**src/rtl/reset_seq_pkg.sv**
```systemverilog
// Shared FSM state encoding and parameter defaults for reset_sequencer.
package reset_seq_pkg;

  typedef enum logic [1:0] {
    HOLD    = 2'd0,
    RELEASE = 2'd1,
    DONE    = 2'd2
  } seq_state_e;

  localparam int DEF_NUM_DOMAINS    = 3;
  localparam int DEF_HOLD_CYCLES    = 16;
  localparam int DEF_STAGGER_CYCLES = 4;
  localparam int CNT_W              = 8;

endpackage

```
**src/rtl/reset_sync.sv**
```systemverilog
// Two-stage reset synchronizer: data_q asserts as soon as set rises and
// deasserts on the second rising clk edge after set falls.
module reset_sync (
  input  logic clk,
  input  logic set,
  output logic data_q
);

  logic [1:0] r_stage;

  always_ff @(posedge clk or posedge set) begin
    if (set) r_stage <= 2'b11;
    else     r_stage <= {r_stage[0], 1'b0};
  end

  assign data_q = r_stage[1];

endmodule

```
**src/rtl/reset_sequencer.sv**
```systemverilog
// Staggered multi-domain reset release sequencer with optional software reset.
// Define RESET_SEQ_SOFT_RST_EN to honour soft_req; otherwise soft_req is ignored.
module reset_sequencer
  import reset_seq_pkg::*;
#(
  parameter int NUM_DOMAINS    = DEF_NUM_DOMAINS,
  parameter int HOLD_CYCLES    = DEF_HOLD_CYCLES,
  parameter int STAGGER_CYCLES = DEF_STAGGER_CYCLES
) (
  input  logic                   clk,
  input  logic                   reset_n,
  input  logic                   soft_req,
  output logic                   soft_ack,
  output logic [NUM_DOMAINS-1:0] rst_out,
  output logic                   seq_done
);

  localparam logic [CNT_W-1:0]       HOLD_LAST    = CNT_W'(HOLD_CYCLES - 1);
  localparam logic [CNT_W-1:0]       STAGGER_LAST = CNT_W'(STAGGER_CYCLES - 1);
  localparam logic [NUM_DOMAINS-1:0] ALL_ON       = {NUM_DOMAINS{1'b1}};

  logic w_set;
  logic w_sync_rst;
  logic w_soft_take;

  seq_state_e             r_state, w_state_nxt;
  logic [CNT_W-1:0]       r_cnt, w_cnt_nxt;
  logic [NUM_DOMAINS-1:0] r_rst, w_rst_nxt, w_rst_shift;
  logic                   r_done, w_done_nxt;
  logic                   r_ack, w_ack_nxt;

  assign w_set = ~reset_n;

  reset_sync u_reset_sync (
    .clk    (clk),
    .set    (w_set),
    .data_q (w_sync_rst)
  );

`ifdef RESET_SEQ_SOFT_RST_EN
  assign w_soft_take = soft_req;
`else
  logic w_unused_soft;
  assign w_unused_soft = soft_req;
  assign w_soft_take   = 1'b0;
`endif

  always_ff @(posedge clk or negedge reset_n) begin
    if (!reset_n) begin
      r_state <= HOLD;
      r_cnt   <= '0;
      r_rst   <= ALL_ON;
      r_done  <= 1'b0;
      r_ack   <= 1'b0;
    end else begin
      r_state <= w_state_nxt;
      r_cnt   <= w_cnt_nxt;
      r_rst   <= w_rst_nxt;
      r_done  <= w_done_nxt;
      r_ack   <= w_ack_nxt;
    end
  end

  // Shifting a zero in from bit 0 releases the domains in ascending order.
  always_comb begin
    w_state_nxt = r_state;
    w_cnt_nxt   = r_cnt;
    w_rst_nxt   = r_rst;
    w_done_nxt  = r_done;
    w_ack_nxt   = 1'b0;
    w_rst_shift = r_rst << 1;

    if (w_sync_rst) begin
      w_state_nxt = HOLD;
      w_cnt_nxt   = '0;
      w_rst_nxt   = ALL_ON;
      w_done_nxt  = 1'b0;
    end else begin
      case (r_state)
        HOLD: begin
          w_rst_nxt  = ALL_ON;
          w_done_nxt = 1'b0;
          if (r_cnt == HOLD_LAST) begin
            w_state_nxt = RELEASE;
            w_cnt_nxt   = '0;
            w_rst_nxt   = ALL_ON << 1;
          end else begin
            w_cnt_nxt = r_cnt + CNT_W'(1);
          end
        end
        RELEASE: begin
          if (r_rst == '0) begin
            w_state_nxt = DONE;
            w_done_nxt  = 1'b1;
          end else if (r_cnt == STAGGER_LAST) begin
            w_cnt_nxt = '0;
            w_rst_nxt = w_rst_shift;
            if (w_rst_shift == '0) w_state_nxt = DONE;
          end else begin
            w_cnt_nxt = r_cnt + CNT_W'(1);
          end
        end
        DONE: begin
          w_cnt_nxt  = '0;
          w_rst_nxt  = '0;
          w_done_nxt = 1'b1;
          if (w_soft_take) begin
            w_state_nxt = HOLD;
            w_ack_nxt   = 1'b1;
            w_rst_nxt   = ALL_ON;
            w_done_nxt  = 1'b0;
          end
        end
        default: begin
          w_state_nxt = HOLD;
          w_cnt_nxt   = '0;
          w_rst_nxt   = ALL_ON;
          w_done_nxt  = 1'b0;
        end
      endcase
    end
  end

  assign soft_ack = r_ack;
  assign rst_out  = r_rst;
  assign seq_done = r_done;

endmodule

```
**config.mk**
```make
export PLATFORM = sky130hd
export DESIGN_NAME = reset_sequencer
export DESIGN_NICKNAME = d
export VERILOG_FILES = /design/src/rtl/reset_seq_pkg.sv /design/src/rtl/reset_sync.sv /design/src/rtl/reset_sequencer.sv
export SDC_FILE = /design/constraint.sdc
export NUM_CORES = 1
export LEC_CHECK = 0
export CORE_MARGIN = 2
export CORE_UTILIZATION = 40
export CTS_CLUSTER_SIZE = 40
export DETAILED_ROUTE_END_ITERATION = 6
export SLEW_MARGIN = 10
export SYNTH_ARGS = -nofsm -noshare
export SYNTH_HDL_FRONTEND = slang
export SYNTH_SLANG_ARGS = --single-unit
```
**constraint.sdc**
```tcl
create_clock -name clk -period 4.8 [get_ports clk]
set_input_delay 0.48 -clock clk [delete_from_list [all_inputs] [get_ports clk]]
set_output_delay 0.48 -clock clk [all_outputs]
set_load 0.01 [all_outputs]
```
==> summary.txt, run 1 <==
Clocking
  • # H-tree levels: 1
  • Post-CTS Setup Inserts: 0
  • Worst-path clk slew: roughly 0.090 ns
  • Clk buf depth: 2
  • Cts hold-fix bufs: 0
  • Cts bufs inserted: 3
  • PostCTS Resize Cnt: 0
  • CTS tree: built
  • Clock sink count: 16
  • Clock Latency Late Sink: approximately 0.28 ns
  • Clock Tree Root: clkbuf_4

Die
  • Floorplan Core Area: between 2000 and 2500 sq um
  • Die W: ~52 um
  • Io pins: 8
  • Die Area: between 2000 and 3000 sq um
  • Chip height: approximately 52 um
  • Num rows: 17
  • Initial Util: 42.03%

Yosys
  • Area leader, netlist: dfrtp_1
  • Post-synth top flop: dfrtp_1
  • Post-synthesis cell count: just under 100
  • YS warnings: 0
  • Synthesized area per cell: between 9 and 10 sq um
  • Synth Register Bits: 16
  • Distinct cells, synth: 37
  • Top-count cell post-synth: nand2_1
  • Synthesized area: around 900 sq um
  • Top cell type's share of synthesized area: between 20% and 30%
  • Most instantiated cells after synthesis: nand2_1 (12), dfrtp_1 (11), a21oi_1 (8), nor2_1 (7)
  • Area contributors post-synth: dfrtp_1 (30%), dfstp_2 (14%), ha_1 (6.8%), nand2_1 (4.9%), a21oi_1 (4.3%)
  • Number of flops mapped to enable cells by yosys: 0
  • FFs w/ async S/R, synth: 100.0%
  • Sequential fraction of the synthesis area: ~44%

Power
  • Peak supply drop: 0.2684 mV
  • Net Sw Power: between 150 and 200 uW
  • Combinational power share: between 40 and 50%
  • Switching share of power: between 30% and 40%
  • Pwr per Cell Area: roughly 460 nW/um^2
  • Pleak: 0.4449 nW
  • Clock Power Share: between 10% and 20%
  • Sequential share of power: 43.1%
  • P_int: ~290 uW

Worst setup path
  • CP arrival: between 2 and 2.5 ns
  • CP startpoint: r_cnt[5]
  • CP cell instances: or4_4, o21ai_4, a21oi_2, nor2_2, mux2_1
  • Slowest-stage cell, CP: or4_4
  • Setup crit start kind: flip-flop
  • WP data required: roughly 5 ns
  • Worst R2R Start: r_cnt[5]
  • Crit. End Element: flip-flop
  • Crit Path Class: reg -> reg
  • Maximum single-stage delay on the critical path: about 0.6 ns
  • Reg-to-reg slack, setup: approximately 2.9 ns
  • Worst Path Max Fanout: 6

Route
  • Vias per cell: around 5.4
  • Vias: a little over 700
  • DR pass1 iterations: 4
  • Final WL: around 1.7 mm
  • Iter 0 DRT Violations: 20
  • DR WL/cell: approximately 13 um
  • DRC: 0
  • Antenna viol nets, final: 0

GRT
  • Congestion Overflow GR: 0
  • Number of global-route vias before repair: 731
  • Tot GR Track Use: 16.57%
  • Initial antenna violation count: 0
  • Largest net degree at the start of global routing: 17
  • First-pass GRT wire length: between 3 and 4 mm

Outcome
  • Status: finished clean

Timing
  • Slew Viols, Final: 0
  • Setup TNS: 0 ns
  • Worst relative slew slack: a little over half
  • Endpoints failing setup: 0
  • Final hold vios: 0
  • Final period utilization: about two fifths
  • Worst-Margin Slew: 0.6924 ns
  • RSZ-0062 raised after global routing: false
  • Skew final: 0.001864 ns
  • Max Freq: between 500 and 600 MHz
  • Post-layout min period: around 1.9 ns

Final layout
  • Final nets: around 120
  • Layout Utilization: a little under half
  • Fill cells: between 200 and 250
  • Non-filler cells in the finished layout: ~130
  • Share of cells above drive strength 1: 16.98%
  • Synth-to-layout area growth: 10.73%
  • ANT cells: 0

Worst hold path
  • Hold_sp: u_reset_sync.r_stage[0]
  • HP Class: reg -> reg

Run
  • Max Cap Violations: 0

Place
  • Dpl hpwl: around 1.3 mm
  • Gp weighted congestion: about 0.74
  • Placed Instances: 130
  • Port bufs: 5
## placed cells by master, fill, tap and decap left out, types with 3 or more instances in the layout
| cell type | n |
|---|---|
| clkdlybuf4s50_1 | 5 |
| dfrtp_1 | 11 |
| nand3_1 | 5 |
| inv_1 | 5 |
| dfstp_2 | 5 |
| nor2_1 | 7 |
| o21ai_0 | 4 |
| a21oi_1 | 8 |
| clkbuf_4 | 3 |
| o21ai_1 | 3 |
| ha_1 | 5 |
| nand2_1 | 12 |
## layer usage
| layer | part of all wire [%] | global-route usage, % |
|---|---|---|
| met4 | 2.2 | 7.895 |
| met2 | 44 | 25.53 |
| met5 | 0 | 0 |
| met1 | 51 | 22.00 |
| met3 | 2.6 | 3.448 |
## registers in the layout, indices dropped and copies added, names as in the netlist
register,count
r_cnt,8
r_state,2
rst_out,3
seq_done,1
u_reset_sync.r_stage,2
## final timing paths
check / to / depth (start not counted)
hold / removal: u_reset_sync.r_stage[1] / 0
min in group asynchronous: seq_done / 1
setup reg to reg: r_state[0] / 5
hold reg to reg: u_reset_sync.r_stage[1] / 0
setup / recovery: r_state[0] / 5
max in group asynchronous: r_cnt[2] / 1
## cell type report
type	instances	area (sq um)	area share (%)
multi-input cells	76	483.0	47.36
well taps	28	35.03	3.436
clock buffers	4	26.28	2.577
flip-flops and latches	16	406.6	39.88
repair buffers	5	50.05	4.908
inverters	5	18.77	1.840
## power by group through the flow
stage | registers (mW) | clock network (mW) | logic, mW
6_report | 0.201 | 0.0724 | 0.194
3_5_place_dp | 0.204 | 0 | 0.195
5_1_grt | 0.207 | 0.0823 | 0.225
2_1_floorplan | 0.204 | 0 | 0.130
3_3_place_gp | 0.203 | 0 | 0.191
4_1_cts | 0.201 | 0.0757 | 0.196
## metrics by stage
step	total power [mW]	area, sq um	hold WS [ns]	setup WS, ns
detailed placement	0.3989	993.5	0.3475	2.874
CTS	0.4725	1020	0.3608	2.861
global route	0.5135	1020	0.3634	2.723
finish	0.4675	1020	0.3588	2.857
global placement	0.3936	993.5	0.3457	2.889
floorplan	0.3339	924.6	0.1844	2.973
## critical path, delay by kind of cell (launching register included)
family / cells / cell delay (ns)
AND/OR/NAND/NOR: 2 / 0.73
AO/OA/AOI/OAI: 2 / 0.35
flip-flops: 1 / 0.43
multiplexers: 1 / 0.32
## kinds of logic (layout without fill, tap and decap cells)
kind of cell / after synthesis / after routing / synth area share, %
AOI/OAI and AO/OA: 25 / 25 / 17.80
xor gates and xnor gates: 1 / 1 / 0.9513
adders and majority gates: 5 / 5 / 6.793
buffers and inverters: 8 / 14 / 3.804
DFF: 16 / 16 / 44.16
muxes: 3 / 3 / 3.532
other: 1 / 2 / 0.4072
and+or+nand+nor: 40 / 40 / 22.55
Note: power is estimated with default switching activity, not from simulation.
==> inputs of run 2 (changes only) <==
==> constraint.sdc (replaced) <==
create_clock -name clk -period 2 [get_ports clk]
set_input_delay 0.2 -clock clk [delete_from_list [all_inputs] [get_ports clk]]
set_output_delay 0.2 -clock clk [all_outputs]
set_load 0.01 [all_outputs]
==> summary.txt, run 2 (synthesized netlist as in run 1, its figures left out) <==
Route
  • Antenna viol nets, final: 0
  • Vias per cell: ~5.4
  • Iter 0 DRT Violations: 11
  • DR WL/cell: approximately 13 um
  • Vias: 743
  • Final WL: about 1.8 mm
  • DR pass1 iterations: 5
  • DRC: 0

Timing
  • RSZ-0062 raised after global routing: true
  • Worst Hold Margin: 0.2138 ns
  • Max Freq: 525.2 MHz
  • Slew Viols, Final: 0
  • Post-layout min period: ~1.9 ns
  • Skew final: approximately 0.008 ns
  • Final period utilization: between 90% and 100%
  • Final hold vios: 0
  • Endpoints failing setup: 0

GRT
  • Number of global-route vias before repair: approximately 720
  • Tot GR Track Use: 16.30%
  • Congestion Overflow GR: 0
  • Largest net degree at the start of global routing: 17
  • Initial antenna violation count: 0
  • First-pass GRT wire length: around 3.2 mm

Worst setup path
  • CP cell instances: or4_4, o21ai_4, a21oi_2, nor2_2, mux2_1
  • WP depth: 5
  • WP data required: approximately 2.2 ns
  • CP startpoint: r_cnt[5]
  • Buf/Inv on CP: 0
  • Worst Path Max Fanout: 6
  • Crit path to: r_state[0]
  • Reg-to-reg slack, setup: roughly 0.096 ns
  • Crit. End Element: flip-flop
  • Worst Reg-to-Reg Cells: 5
  • Crit Path Class: reg -> reg
  • Setup crit start kind: flip-flop
  • Maximum single-stage delay on the critical path: 0.59 ns
  • Kind of cell adding the most delay to the critical path: simple AND/OR/NAND/NOR gates
  • Slowest-stage cell, CP: or4_4
  • R2r endpoint: r_state[0]
  • CP arrival: ~2.1 ns
  • Worst R2R Start: r_cnt[5]

Power
  • P_int: roughly 700 uW
  • Switching share of power: a little under two fifths
  • Clock Power Share: 16.1%
  • Pleak: 0.4620 nW
  • Sequential share of power: between 40 and 50%
  • Pwr per Cell Area: 1082 nW/um^2
  • Combinational power share: between 40 and 50%
  • Peak supply drop: 0.6021 mV
  • Net Sw Power: roughly 430 uW

Die
  • Die W: 51.98 um
  • Num rows: 17
  • Io pins: 8
  • Chip height: ~52 um
  • Die Area: 2702 sq um
  • Initial Util: between 40% and 50%
  • Floorplan Core Area: between 2000 and 2500 sq um

Run
  • Max Cap Violations: 0

Final layout
  • Non-filler cells in the finished layout: between 100 and 150
  • Max reg flops: 8
  • Fill cells: ~210
  • Share of cells above drive strength 1: a little over a fifth
  • Final nets: about 120
  • Most common cell after layout, fill and taps aside: nand2_1
  • Synth-to-layout area growth: 14.13%
  • ANT cells: 0
  • Largest register by flop count: r_cnt
  • Most frequent cells in the layout: nand2_1 (12), dfrtp_1 (11), a21oi_1 (8), nor2_1 (7)
  • Post-route cell area: around 1100 sq um

Clocking
  • Cts bufs inserted: 3
  • Post-CTS Setup Inserts: 0
  • PostCTS Resize Cnt: 0
  • Clk buf depth: 2
  • # H-tree levels: 1
  • Clock Tree Root: clkbuf_4
  • Cts hold-fix bufs: 0
  • Clock Latency Late Sink: 0.30 ns
  • Worst-path clk slew: around 0.1 ns
  • CTS tree: built
  • Clock sink count: 16

Place
  • Dpl hpwl: ~1.3 mm
  • Dpl cell area: roughly 1000 sq um
  • Gp weighted congestion: 0.7839
  • Port bufs: 5
  • Placed Instances: ~130

Worst hold path
  • HP Class: in -> async

Outcome
  • Status: finished clean
-- run 2: changes by cell type in the layout (fill, tap and decap cells not counted) --
cell | previous run | this run
ha_2 | 0 | 1
buf_4 | 0 | 3
ha_1 | 5 | 4
o21ai_1 | 3 | 2
o21ai_2 | 1 | 2
or3b_4 | 0 | 1
or3b_2 | 1 | 0
-- run 2: cell type report --
| type | instances | area (sq um) | area share [%] |
|---|---|---|---|
| inverter | 5 | 18.77 | 1.786 |
| sequential | 16 | 406.6 | 38.69 |
| clock buffer | 4 | 26.28 | 2.500 |
| timing repair buffer | 8 | 72.57 | 6.905 |
| multi-input combinational | 76 | 491.7 | 46.79 |
| tap | 28 | 35.03 | 3.333 |
-- run 2: layer usage --
metal,vias to the layer above,GRT usage (%),part of all wire [%],routed length [um]
li1,373,-,-,-
met1,354,21.25,48,853
met2,11,24.89,46,817
met3,5,3.448,2.7,48
met4,0,9.211,2.3,40
met5,-,0,0,0
-- run 2: how the worst min path moves through the flow --
stage                       startpoint                       to  slack [ns]
6_report                       reset_n               r_state[0]        0.21
5_1_grt                        reset_n               r_state[0]        0.22
4_1_cts                        reset_n               r_state[0]        0.23
3_5_place_dp   u_reset_sync.r_stage[0]  u_reset_sync.r_stage[1]        0.35
3_3_place_gp   u_reset_sync.r_stage[0]  u_reset_sync.r_stage[1]        0.35
2_1_floorplan                  reset_n                 r_cnt[0]        -0.1
-- run 2: power groups by stage --
stage	registers (mW)	clock network (mW)	logic, mW
floorplan	0.490	0	0.312
global placement	0.486	0	0.462
detailed placement	0.489	0	0.469
CTS	0.483	0.184	0.473
global route	0.497	0.206	0.539
finish	0.485	0.183	0.469
-- run 2: through the flow --
stage | utilization (%) | total power, mW | worst slack, ns | setup TNS (ns)
global route | 47.97 | 1.242 | -0.05725 | -0.05725
global placement | 46.37 | 0.9473 | 0.1072 | 0
detailed placement | 46.37 | 0.9583 | 0.06751 | 0
floorplan | - | 0.8014 | 0.1734 | 0
CTS | 47.57 | 1.139 | 0.04525 | 0
finish | 47.97 | 1.137 | 0.09610 | 0
-- run 2: worst reg2reg max path: stages (launching register included) --
cell,delay [ns]
dfrtp_1,0.39
or4_4,0.59
o21ai_4,0.24
a21oi_2,0.10
nor2_2,0.14
mux2_1,0.33
